==> src/rtl/pipe_stall_ctrl_if.sv <==
// Stall/flush sequencer bundle: pipeline stages drive requests (master), controller answers (slave).
`ifndef INST_ADDR_BUS
`define INST_ADDR_BUS 31:0
`endif
`ifndef STALL_BUS
`define STALL_BUS 5:0
`endif
`ifndef PC_INIT
`define PC_INIT 32'hBFC0_0000
`endif
`ifndef STOP
`define STOP 1'b1
`endif

interface pipe_stall_ctrl_if;
  logic                 stallreq_if;
  logic                 stallreq_id;
  logic                 exe_div_req;
  logic                 stallreq_mem;
  logic                 mem_exc_valid;
  logic [`INST_ADDR_BUS] mem_exc_pc;
  logic [`STALL_BUS]    stall;
  logic                 flush;
  logic [`INST_ADDR_BUS] flush_pc;
  logic                 div_done;
  logic                 bus_timeout;

  modport master (
    output stallreq_if, stallreq_id, exe_div_req, stallreq_mem, mem_exc_valid, mem_exc_pc,
    input  stall, flush, flush_pc, div_done, bus_timeout
  );

  modport slave (
    input  stallreq_if, stallreq_id, exe_div_req, stallreq_mem, mem_exc_valid, mem_exc_pc,
    output stall, flush, flush_pc, div_done, bus_timeout
  );
endinterface

==> src/rtl/pipe_stall_ctrl.sv <==
// Merges stage stall requests, times multi-cycle divides and sequences exception flushes.
// Optional bus-wait watchdog compiled in with macro STALL_CTRL_TIMEOUT_EN.
`ifndef INST_ADDR_BUS
`define INST_ADDR_BUS 31:0
`endif
`ifndef STALL_BUS
`define STALL_BUS 5:0
`endif
`ifndef PC_INIT
`define PC_INIT 32'hBFC0_0000
`endif

module pipe_stall_ctrl #(
  parameter int unsigned DIV_CYCLES     = 32,
  parameter int unsigned TIMEOUT_CYCLES = 1024
) (
  input  logic              cpu_clk_50M,
  input  logic              cpu_rst_n,
  pipe_stall_ctrl_if.slave  bus
);

  typedef enum logic [1:0] {
    RUN   = 2'd0,
    DIV   = 2'd1,
    DONE  = 2'd2,
    FLUSH = 2'd3
  } state_t;

  localparam int unsigned     CW       = $clog2(DIV_CYCLES);
  localparam logic [CW-1:0]   CNT_LOAD = CW'(DIV_CYCLES - 1);
  localparam logic [CW-1:0]   CNT_ONE  = CW'(1);

  localparam logic [`STALL_BUS] STALL_NONE = 6'b000000;
  localparam logic [`STALL_BUS] STALL_IF   = 6'b000011;
  localparam logic [`STALL_BUS] STALL_ID   = 6'b000111;
  localparam logic [`STALL_BUS] STALL_EXE  = 6'b001111;
  localparam logic [`STALL_BUS] STALL_MEM  = 6'b011111;

  state_t               state;
  state_t               state_nxt;
  logic [CW-1:0]        cnt;
  logic [CW-1:0]        cnt_nxt;
  logic [`INST_ADDR_BUS] flush_pc_q;
  logic                 exc_accept;
  logic                 div_stall;

  // An exception is only taken once the data bus is free; FLUSH ignores everything.
  assign exc_accept = bus.mem_exc_valid && !bus.stallreq_mem && (state != FLUSH);
  assign div_stall  = ((state == RUN) && bus.exe_div_req) || (state == DIV);

  always_ff @(posedge cpu_clk_50M or negedge cpu_rst_n) begin
    if (!cpu_rst_n) begin
      state      <= RUN;
      cnt        <= '0;
      flush_pc_q <= `PC_INIT;
    end else begin
      state <= state_nxt;
      cnt   <= cnt_nxt;
      if (exc_accept) begin
        flush_pc_q <= bus.mem_exc_pc;
      end
    end
  end

  always_comb begin
    state_nxt = state;
    cnt_nxt   = cnt;
    case (state)
      RUN: begin
        if (exc_accept) begin
          state_nxt = FLUSH;
          cnt_nxt   = '0;
        end else if (bus.exe_div_req) begin
          state_nxt = DIV;
          cnt_nxt   = CNT_LOAD;
        end
      end
      DIV: begin
        if (exc_accept) begin
          state_nxt = FLUSH;
          cnt_nxt   = '0;
        end else if (cnt == CNT_ONE) begin
          state_nxt = DONE;
          cnt_nxt   = '0;
        end else begin
          cnt_nxt = cnt - CNT_ONE;
        end
      end
      DONE: begin
        state_nxt = exc_accept ? FLUSH : RUN;
        cnt_nxt   = '0;
      end
      FLUSH: begin
        state_nxt = RUN;
        cnt_nxt   = '0;
      end
      default: begin
        state_nxt = RUN;
        cnt_nxt   = '0;
      end
    endcase
  end

  // Highest stage wins; a pending exception freezes everything younger than MEM.
  always_comb begin
    bus.stall    = STALL_NONE;
    bus.flush    = 1'b0;
    bus.div_done = 1'b0;
    if (!cpu_rst_n) begin
      bus.stall = STALL_NONE;
    end else if (state == FLUSH) begin
      bus.flush = 1'b1;
    end else begin
      bus.div_done = (state == DONE);
      if (bus.stallreq_mem || bus.mem_exc_valid) begin
        bus.stall = STALL_MEM;
      end else if (div_stall) begin
        bus.stall = STALL_EXE;
      end else if (bus.stallreq_id) begin
        bus.stall = STALL_ID;
      end else if (bus.stallreq_if) begin
        bus.stall = STALL_IF;
      end
    end
  end

  assign bus.flush_pc = flush_pc_q;

`ifdef STALL_CTRL_TIMEOUT_EN
  localparam logic [15:0] TO_LIMIT = 16'(TIMEOUT_CYCLES);
  localparam logic [15:0] TO_LAST  = 16'(TIMEOUT_CYCLES - 1);

  logic [15:0] to_cnt;
  logic        bus_wait;

  assign bus_wait = bus.stallreq_if || bus.stallreq_mem;

  // Saturates at the limit so a long wait raises exactly one pulse.
  always_ff @(posedge cpu_clk_50M or negedge cpu_rst_n) begin
    if (!cpu_rst_n) begin
      to_cnt <= '0;
    end else if ((state == FLUSH) || !bus_wait) begin
      to_cnt <= '0;
    end else if (to_cnt != TO_LIMIT) begin
      to_cnt <= to_cnt + 16'd1;
    end
  end

  assign bus.bus_timeout = cpu_rst_n && bus_wait && (state != FLUSH) && (to_cnt == TO_LAST);
`else
  localparam int unsigned unused_timeout_cycles = TIMEOUT_CYCLES;

  assign bus.bus_timeout = 1'b0;
`endif

endmodule

==> src/flat_wrapper.sv <==
// flat-port wrapper written by rule: the top's interface ports become plain ports
module pipe_stall_ctrl_flat 
#(
  parameter int unsigned DIV_CYCLES     = 32,
  parameter int unsigned TIMEOUT_CYCLES = 1024
)
  (cpu_clk_50M, cpu_rst_n, bus_stallreq_if, bus_stallreq_id, bus_exe_div_req, bus_stallreq_mem, bus_mem_exc_valid, bus_mem_exc_pc, bus_stall, bus_flush, bus_flush_pc, bus_div_done, bus_bus_timeout);
  pipe_stall_ctrl_if bus_i ();
  input  logic cpu_clk_50M;
  input  logic cpu_rst_n;
  input wire logic [$bits(bus_i.stallreq_if)-1:0] bus_stallreq_if;
  input wire logic [$bits(bus_i.stallreq_id)-1:0] bus_stallreq_id;
  input wire logic [$bits(bus_i.exe_div_req)-1:0] bus_exe_div_req;
  input wire logic [$bits(bus_i.stallreq_mem)-1:0] bus_stallreq_mem;
  input wire logic [$bits(bus_i.mem_exc_valid)-1:0] bus_mem_exc_valid;
  input wire logic [$bits(bus_i.mem_exc_pc)-1:0] bus_mem_exc_pc;
  output wire logic [$bits(bus_i.stall)-1:0] bus_stall;
  output wire logic [$bits(bus_i.flush)-1:0] bus_flush;
  output wire logic [$bits(bus_i.flush_pc)-1:0] bus_flush_pc;
  output wire logic [$bits(bus_i.div_done)-1:0] bus_div_done;
  output wire logic [$bits(bus_i.bus_timeout)-1:0] bus_bus_timeout;
  assign bus_i.stallreq_if = bus_stallreq_if;
  assign bus_i.stallreq_id = bus_stallreq_id;
  assign bus_i.exe_div_req = bus_exe_div_req;
  assign bus_i.stallreq_mem = bus_stallreq_mem;
  assign bus_i.mem_exc_valid = bus_mem_exc_valid;
  assign bus_i.mem_exc_pc = bus_mem_exc_pc;
  assign bus_stall = bus_i.stall;
  assign bus_flush = bus_i.flush;
  assign bus_flush_pc = bus_i.flush_pc;
  assign bus_div_done = bus_i.div_done;
  assign bus_bus_timeout = bus_i.bus_timeout;
  pipe_stall_ctrl #(.DIV_CYCLES(DIV_CYCLES), .TIMEOUT_CYCLES(TIMEOUT_CYCLES)) u_core (.cpu_clk_50M(cpu_clk_50M), .cpu_rst_n(cpu_rst_n), .bus(bus_i));
endmodule
==> config.mk <==
export PLATFORM = sky130hd
export DESIGN_NAME = pipe_stall_ctrl_flat
export DESIGN_NICKNAME = d
export VERILOG_FILES = /design/src/rtl/pipe_stall_ctrl_if.sv /design/src/rtl/pipe_stall_ctrl.sv /design/src/flat_wrapper.sv
export SDC_FILE = /design/constraint.sdc
export NUM_CORES = 1
export LEC_CHECK = 0
export CORE_MARGIN = 2
export CORE_UTILIZATION = 42
export DETAILED_ROUTE_END_ITERATION = 10
export PLACE_DENSITY = 0.8
export RECOVER_POWER = 25
export SYNTH_ARGS = -nofsm -noshare
export SYNTH_HDL_FRONTEND = slang
export SYNTH_SLANG_ARGS = --single-unit
==> constraint.sdc <==
create_clock -name cpu_clk_50M -period 1.6 [get_ports cpu_clk_50M]
set_input_delay 0.16 -clock cpu_clk_50M [delete_from_list [all_inputs] [get_ports cpu_clk_50M]]
set_output_delay 0.16 -clock cpu_clk_50M [all_outputs]
set_load 0.005 [all_outputs]
==> qor.yml, run 1 <==
num_rows: 24
cp_top_family: "buffers and inverters"
p_comb_frac: 0.423
clk_pin_slew_ns: 0.07
grt_pass1_wl_um: 6760
grt_max_degree: 34
syn_to_final_growth_pct: 59.0
ant_nets: 0
route.detailed.wl_per_inst_um: 15.3
grt_overflow: 0
grt_usage: 0.177
drt_wl_total_um: 4160
fin_area_mm2: 0.00293
hold_viol_final: 0
hp-class: "in2async"
drive_gt1_frac: 0.332
fp.dieH_um: 70.2
cp.arrival_ns: 1.42
vias_per_cell: 4.83
die_x_um: 70.2
initial_core_util: 0.429
vias: 1314
finalSetupViolCount: 0
crit_path_frequent_cell: "buf_4"
async_flop_share: 1.00
skew_ns: 0.00775
fin_crit_sh: 0.987
h-tree-depth: 2
clockBufferDepth: 2
antenna_found_initial: 0
worst_slack_ns: 0.0209
postSynthAreaPerCell_um2: 14.4
drc: 0
drv_slew: 0
ys_ff_latch: 39
p_per_area_mw_per_mm2: 1530
status: "complete, no violations"
path_class: "reg2out"
synth_compound_area_frac: 0.0455
p_clk_frac: 0.214
clock_latency_ns: 0.29
cts_tree: "done"
ys_seq_area_frac: 0.536
startpoint_type: "flop"
layout_commonest_cell: "clkdlybuf4s50_1"
post_dp_cell_area_mm2: 0.00271
p_seq_frac: 0.363
rsz0062_at_grt: "yes"
final_core_util: 0.682
clockRootBuffer: "clkbuf_8"
cts.sinks: 39
path_max_fanout: 5
cp_data_required_time_ns: 1.44
p_sw_w: 0.00118
max_freq_mhz: 633
layout_common_cells: "clkdlybuf4s50_1 (68), mux2_4 (29), dfrtp_1 (29)"
synth.cell_area_mm2: 0.00184
synth_top_family_by_area: "multiplexers"
core_mm2: 0.00429
leakagePower_nw: 1.38
ys_types: 34
io_pins: 80
gp_congestion: 0.775
grt_pass1_vias: 1415
cts_inserted_buffers: 5
synth_fa_ha_area_frac: 0.0136
port_buffers: 77
place_ws_ns: -0.258
ys_warn_count: 0
drtPass1Iterations: 4
first_iter_violations: 70
ys_dominant_reg_cell: "dfrtp_1"
ir_drop_uv: 833
synthCells: 128
n_antenna_cell: 0
synth-edff-count: 0
die_area_mm2: 0.00493
period_minus_slack_ns: 1.58
critPathSlowestCell: "dfrtp_2"
nNetsFinal: 260
end_kind: "output port"
path_buf_inv: 4
maxCapViolCount: 0
synthMuxAreaShare: 0.265
dp_hpwl_um: 2890
synth-simple-area-share: 0.0984
max_stage_delay_ns: 0.44
synth_xor_area_frac: 0
path_cells: "buf_6, buf_4, buf_4, nand2_4, nand2_1, nor2_1, buf_2"
swShare: 0.263
p_int_w: 0.00330
layer usage:
layer,wire length [um],share of wire,global-route usage,vias to the layer above
met5,0,0,0,-
met4,35,0.0084,0.0470,0
met3,230,0.055,0.0476,4
met2,2180,0.52,0.304,42
met1,1710,0.41,0.219,643
li1,-,-,-,625
registers in the layout (all words and copies together) (netlist names):
name                 count
u_core.bus.flush_pc     32
u_core.cnt               5
u_core.state             2
timing repair:
item,4_1_cts,5_1_grt
pin swaps,2,1
endpoints found under the setup margin,5,6
endpoints found under the hold margin,6,0
resized for setup,8,15
hold buffers,2,0
setup buffers,1,3
kinds of logic (layout without fill, tap and decap cells):
| group | after synthesis | in the layout |
|---|---|---|
| fa+ha+maj | 2 | 2 |
| mux | 34 | 34 |
| other cells | 1 | 2 |
| compound gates | 13 | 13 |
| flops | 39 | 39 |
| simple gates | 29 | 29 |
| buf+inv | 10 | 101 |
metrics by stage:
step	hold slack (ns)	instances	TNS, ns	power (W)
after floorplan	-0.136	129	0	0.00249
after global placement	0.0226	258	-1.05	0.00337
after detailed placement	0.0262	258	-1.73	0.00341
after CTS	0.348	269	-0.588	0.00443
after global routing	0.395	272	-0.0387	0.00474
final	0.366	272	0	0.00448
worst register-to-register path: stages (launching register included):
cell and delay (ns):
dfrtp_2 0.44, buf_6 0.14, buf_4 0.12, buf_4 0.13, nand2_4 0.07, nand2_4 0.08, buf_12 0.17, mux2_4 0.31
synthesized netlist by cell type, types with 3 or more instances:
cell type  instances  area share
dfrtp_1           30        0.41
mux2_4            29        0.24
dfstp_2            9        0.13
nor2_1             5       0.010
nor3_1             5       0.014
and2_1             4       0.014
o21ai_0            4       0.011
buf_4              3       0.012
buf_6              3       0.018
mux2_2             3       0.018
nand2_1            3      0.0061
worst paths after layout:
kind | slack (ns) | endpoint | cells after the start | start
max | 0.02 | bus_stall[4] | 7 | u_core.state[0]
min | 0.37 | u_core.state[1] | 2 | cpu_rst_n
max reg2reg | 0.04 | u_core.bus.flush_pc[0] | 7 | u_core.state[0]
min reg2reg | 0.51 | u_core.bus.flush_pc[20] | 1 | u_core.bus.flush_pc[20]
max in group asynchronous | 0.73 | u_core.bus.flush_pc[27] | 3 | cpu_rst_n
min in group cpu_clk_50M | 0.48 | u_core.bus.flush_pc[9] | 2 | bus_mem_exc_pc[9]
layout make-up:
cell class | count | area [um2]
Timing Repair Buffer | 91 | 918
Fill cell | 326 | 1360
Clock buffer | 6 | 72.6
Multi-Input combinational cell | 80 | 818
Tap cell | 52 | 65.1
Sequential cell | 39 | 988
Clock inverter | 2 | 60.1
Inverter | 2 | 7.51
power groups by stage:
stage	Clock, W	Sequential, W	Combinational, W
after floorplan	0	0.00162	0.000876
after detailed placement	0	0.00162	0.00179
final	0.000958	0.00163	0.00189
after global routing	0.00102	0.00168	0.00204
after CTS	0.000979	0.00162	0.00184
after global placement	0	0.00162	0.00175
(Power assumes the default switching activity.)
==> inputs of run 2 (changes only) <==
Settings changed: ABC_AREA set to 0.
==> results of run 2 <==
No change in the layout: final DEF, timing and power equal those of run 1.
==> inputs of run 3 (changes only) <==
Settings changed: GPL_TIMING_DRIVEN set to 0, PLACE_DENSITY 0.8 to 0.86.
==> run 3 against run 2 <==
Utilization down 0.058 points. Sequential power about the same. Worst setup slack worse by 0.020 ns. Via count up 3.8%. Die area unchanged. Combinational power up 3%. Register-to-register slack better by 0.18 ns. Count of clock-buffer cells in the layout unchanged. Critical path type unchanged. Critical endpoint is now bus_flush.
==> qor.yml, run 3 (synthesis gave the netlist of run 1 again) <==
status: "complete, no violations"  # unchanged
ant_nets: 0  # unchanged
p_per_area_mw_per_mm2: 1510  # was 1530 mW/mm2
first_iter_violations: 81  # was 70
largest_reg_flops: 32  # unchanged
worst_slack_ns: 0.000638  # was 0.0209 ns
clockBufferDepth: 2  # unchanged
p_sw_w: 0.00123  # was 0.00118 W
cp_data_required_time_ns: 1.44  # about the same
cts_tree: "done"  # unchanged
drc: 0  # unchanged
layout_commonest_cell: "clkdlybuf4s50_1"  # unchanged
fp.dieH_um: 70.2  # unchanged
n_antenna_cell: 0  # unchanged
finalSetupViolCount: 0  # unchanged
max_freq_mhz: 625  # was 633 MHz
vias_per_cell: 4.96  # was 4.83
grt_overflow: 0  # unchanged
period_minus_slack_ns: 1.60  # was 1.58 ns
syn_to_final_growth_pct: 58.9  # was 59.0%
layout_common_cells: "clkdlybuf4s50_1 (65), mux2_4 (29), dfrtp_1 (29)"  # was clkdlybuf4s50_1 (68), mux2_4 (29), dfrtp_1 (29)
crit_path_start: "u_core.state[0]"  # unchanged
cts.sinks: 39  # unchanged
h-tree-depth: 2  # unchanged
drive_gt1_frac: 0.350  # was 0.332
grt_max_degree: 31  # was 34
grt_pass1_wl_um: 6960  # was 6760 um
swShare: 0.279  # was 0.263
cp_top_family: "buffers and inverters"  # unchanged
cp.arrival_ns: 1.44  # was 1.42 ns
vias: 1364  # was 1314
route.detailed.wl_per_inst_um: 15.7  # was 15.3 um
power_w: 0.00441  # was 0.00448 W
r2r_start: "u_core.state[0]"  # unchanged
clock_latency_ns: 0.29  # about the same
fillers: 290  # was 326
gp_congestion: 0.740  # was 0.775
drt_wl_total_um: 4330  # was 4160 um
die_area_mm2: 0.00493  # unchanged
nNetsFinal: 263  # was 260
instances_no_fill: 275  # was 272
path_class: "reg2out"  # unchanged
leakagePower_nw: 1.34  # was 1.38 nW
fin_crit_sh: 1.00  # was 0.987
clk_pin_slew_ns: 0.08  # was 0.07 ns
ir_drop_uv: 742  # was 833 uV
hold_viol_final: 0  # unchanged
place_ws_ns: -0.370  # was -0.258 ns
grt_pass1_vias: 1395  # was 1415
hp-class: "in2reg"  # was in2async
max_stage_delay_ns: 0.46  # was 0.44 ns
startpoint_type: "flop"  # unchanged
grt_usage: 0.181  # was 0.177
worst_hold_startpoint: "bus_stallreq_mem"
final_core_util: 0.682  # about the same
end_kind: "output port"  # unchanged
initial_core_util: 0.429  # unchanged
drv_slew: 0  # unchanged
num_rows: 24  # unchanged
p_seq_frac: 0.377  # was 0.363
die_x_um: 70.2  # unchanged
rsz0062_at_grt: "yes"  # unchanged
port_buffers: 77  # unchanged
p_int_w: 0.00318  # was 0.00330 W
path_cells: "clkbuf_8, buf_4, and3_1, dlygate4sd2_1"  # was buf_6, buf_4, buf_4, nand2_4, nand2_1, nor2_1, buf_2
dp_hpwl_um: 2890  # about the same
cts_inserted_buffers: 5  # unchanged
critPathSlowestCell: "dfrtp_2"  # unchanged
p_clk_frac: 0.183  # was 0.214
skew_ns: 0.00937  # was 0.00775 ns
p_comb_frac: 0.440  # was 0.423
antenna_found_initial: 0  # unchanged
fin_hold_ws_ns: 0.398  # was 0.366 ns
maxCapViolCount: 0  # unchanged
path_buf_inv: 3  # was 4
path_max_fanout: 5  # unchanged
drtPass1Iterations: 6  # was 4
core_mm2: 0.00429  # unchanged
dp_cells: 259  # was 258
clockRootBuffer: "clkbuf_8"  # unchanged
io_pins: 80  # unchanged
==> run 3: per-stage QoR <==
stage / area [um2] / TNS (ns)
6_report: 2930 / 0
5_1_grt: 2930 / -0.0590
4_1_cts: 2880 / 0
3_5_place_dp: 2700 / -1.47
3_3_place_gp: 2680 / -31.04
2_1_floorplan: 1850 / 0
==> run 3: what timing repair did <==
item	in CTS	in global routing
hold buffers	2	0
endpoints found under the hold margin	30	0
buffers inserted	5	2
pin swaps	2	4
endpoints found under the setup margin	7	8
resized for setup	18	17
==> run 3: worst paths after layout <==
check | endpoint | slack (ns) | depth (start not counted)
max reg2reg | u_core.bus.flush_pc[9] | 0.22 | 5
min | u_core.state[1] | 0.40 | 3
min reg2reg | u_core.bus.flush_pc[21] | 0.51 | 1
max | bus_flush | 0.0006 | 4
min in group asynchronous | u_core.bus.flush_pc[31] | 0.50 | 3
max in group asynchronous | u_core.bus.flush_pc[21] | 0.91 | 4
==> run 3: area by class of cell <==
cell class                      count  area (um2)  share of cell area
Tap cell                           52        65.1              0.0222
Multi-Input combinational cell     80         822               0.281
Inverter                            2        7.51             0.00256
Clock buffer                        6        72.6              0.0248
Clock inverter                      2        37.5              0.0128
Buffer                              7        73.8              0.0252
Timing Repair Buffer               87         861               0.294
Sequential cell                    39         988               0.338
==> run 3: worst reg2reg max path, cell delays in order, from the launching register on <==
cell and delay [ns]:
dfrtp_2 0.46, buf_4 0.15, nand2_2 0.08, nand2_4 0.09
buf_6 0.17, mux2_4 0.30
==> run 3: routing by layer <==
metal	share of wire	global-route usage
met5	0	0
met4	0.017	0.0769
met3	0.059	0.0447
met2	0.51	0.295
met1	0.41	0.228
==> run 3: power groups by stage <==
| stage | Combinational, W | Clock (W) | Sequential [W] |
|---|---|---|---|
| after floorplan | 0.000876 | 0 | 0.00162 |
| after global placement | 0.00173 | 0 | 0.00162 |
| after detailed placement | 0.00178 | 0 | 0.00163 |
| after CTS | 0.00185 | 0.000830 | 0.00165 |
| after global routing | 0.00206 | 0.000878 | 0.00171 |
| final | 0.00194 | 0.000809 | 0.00166 |
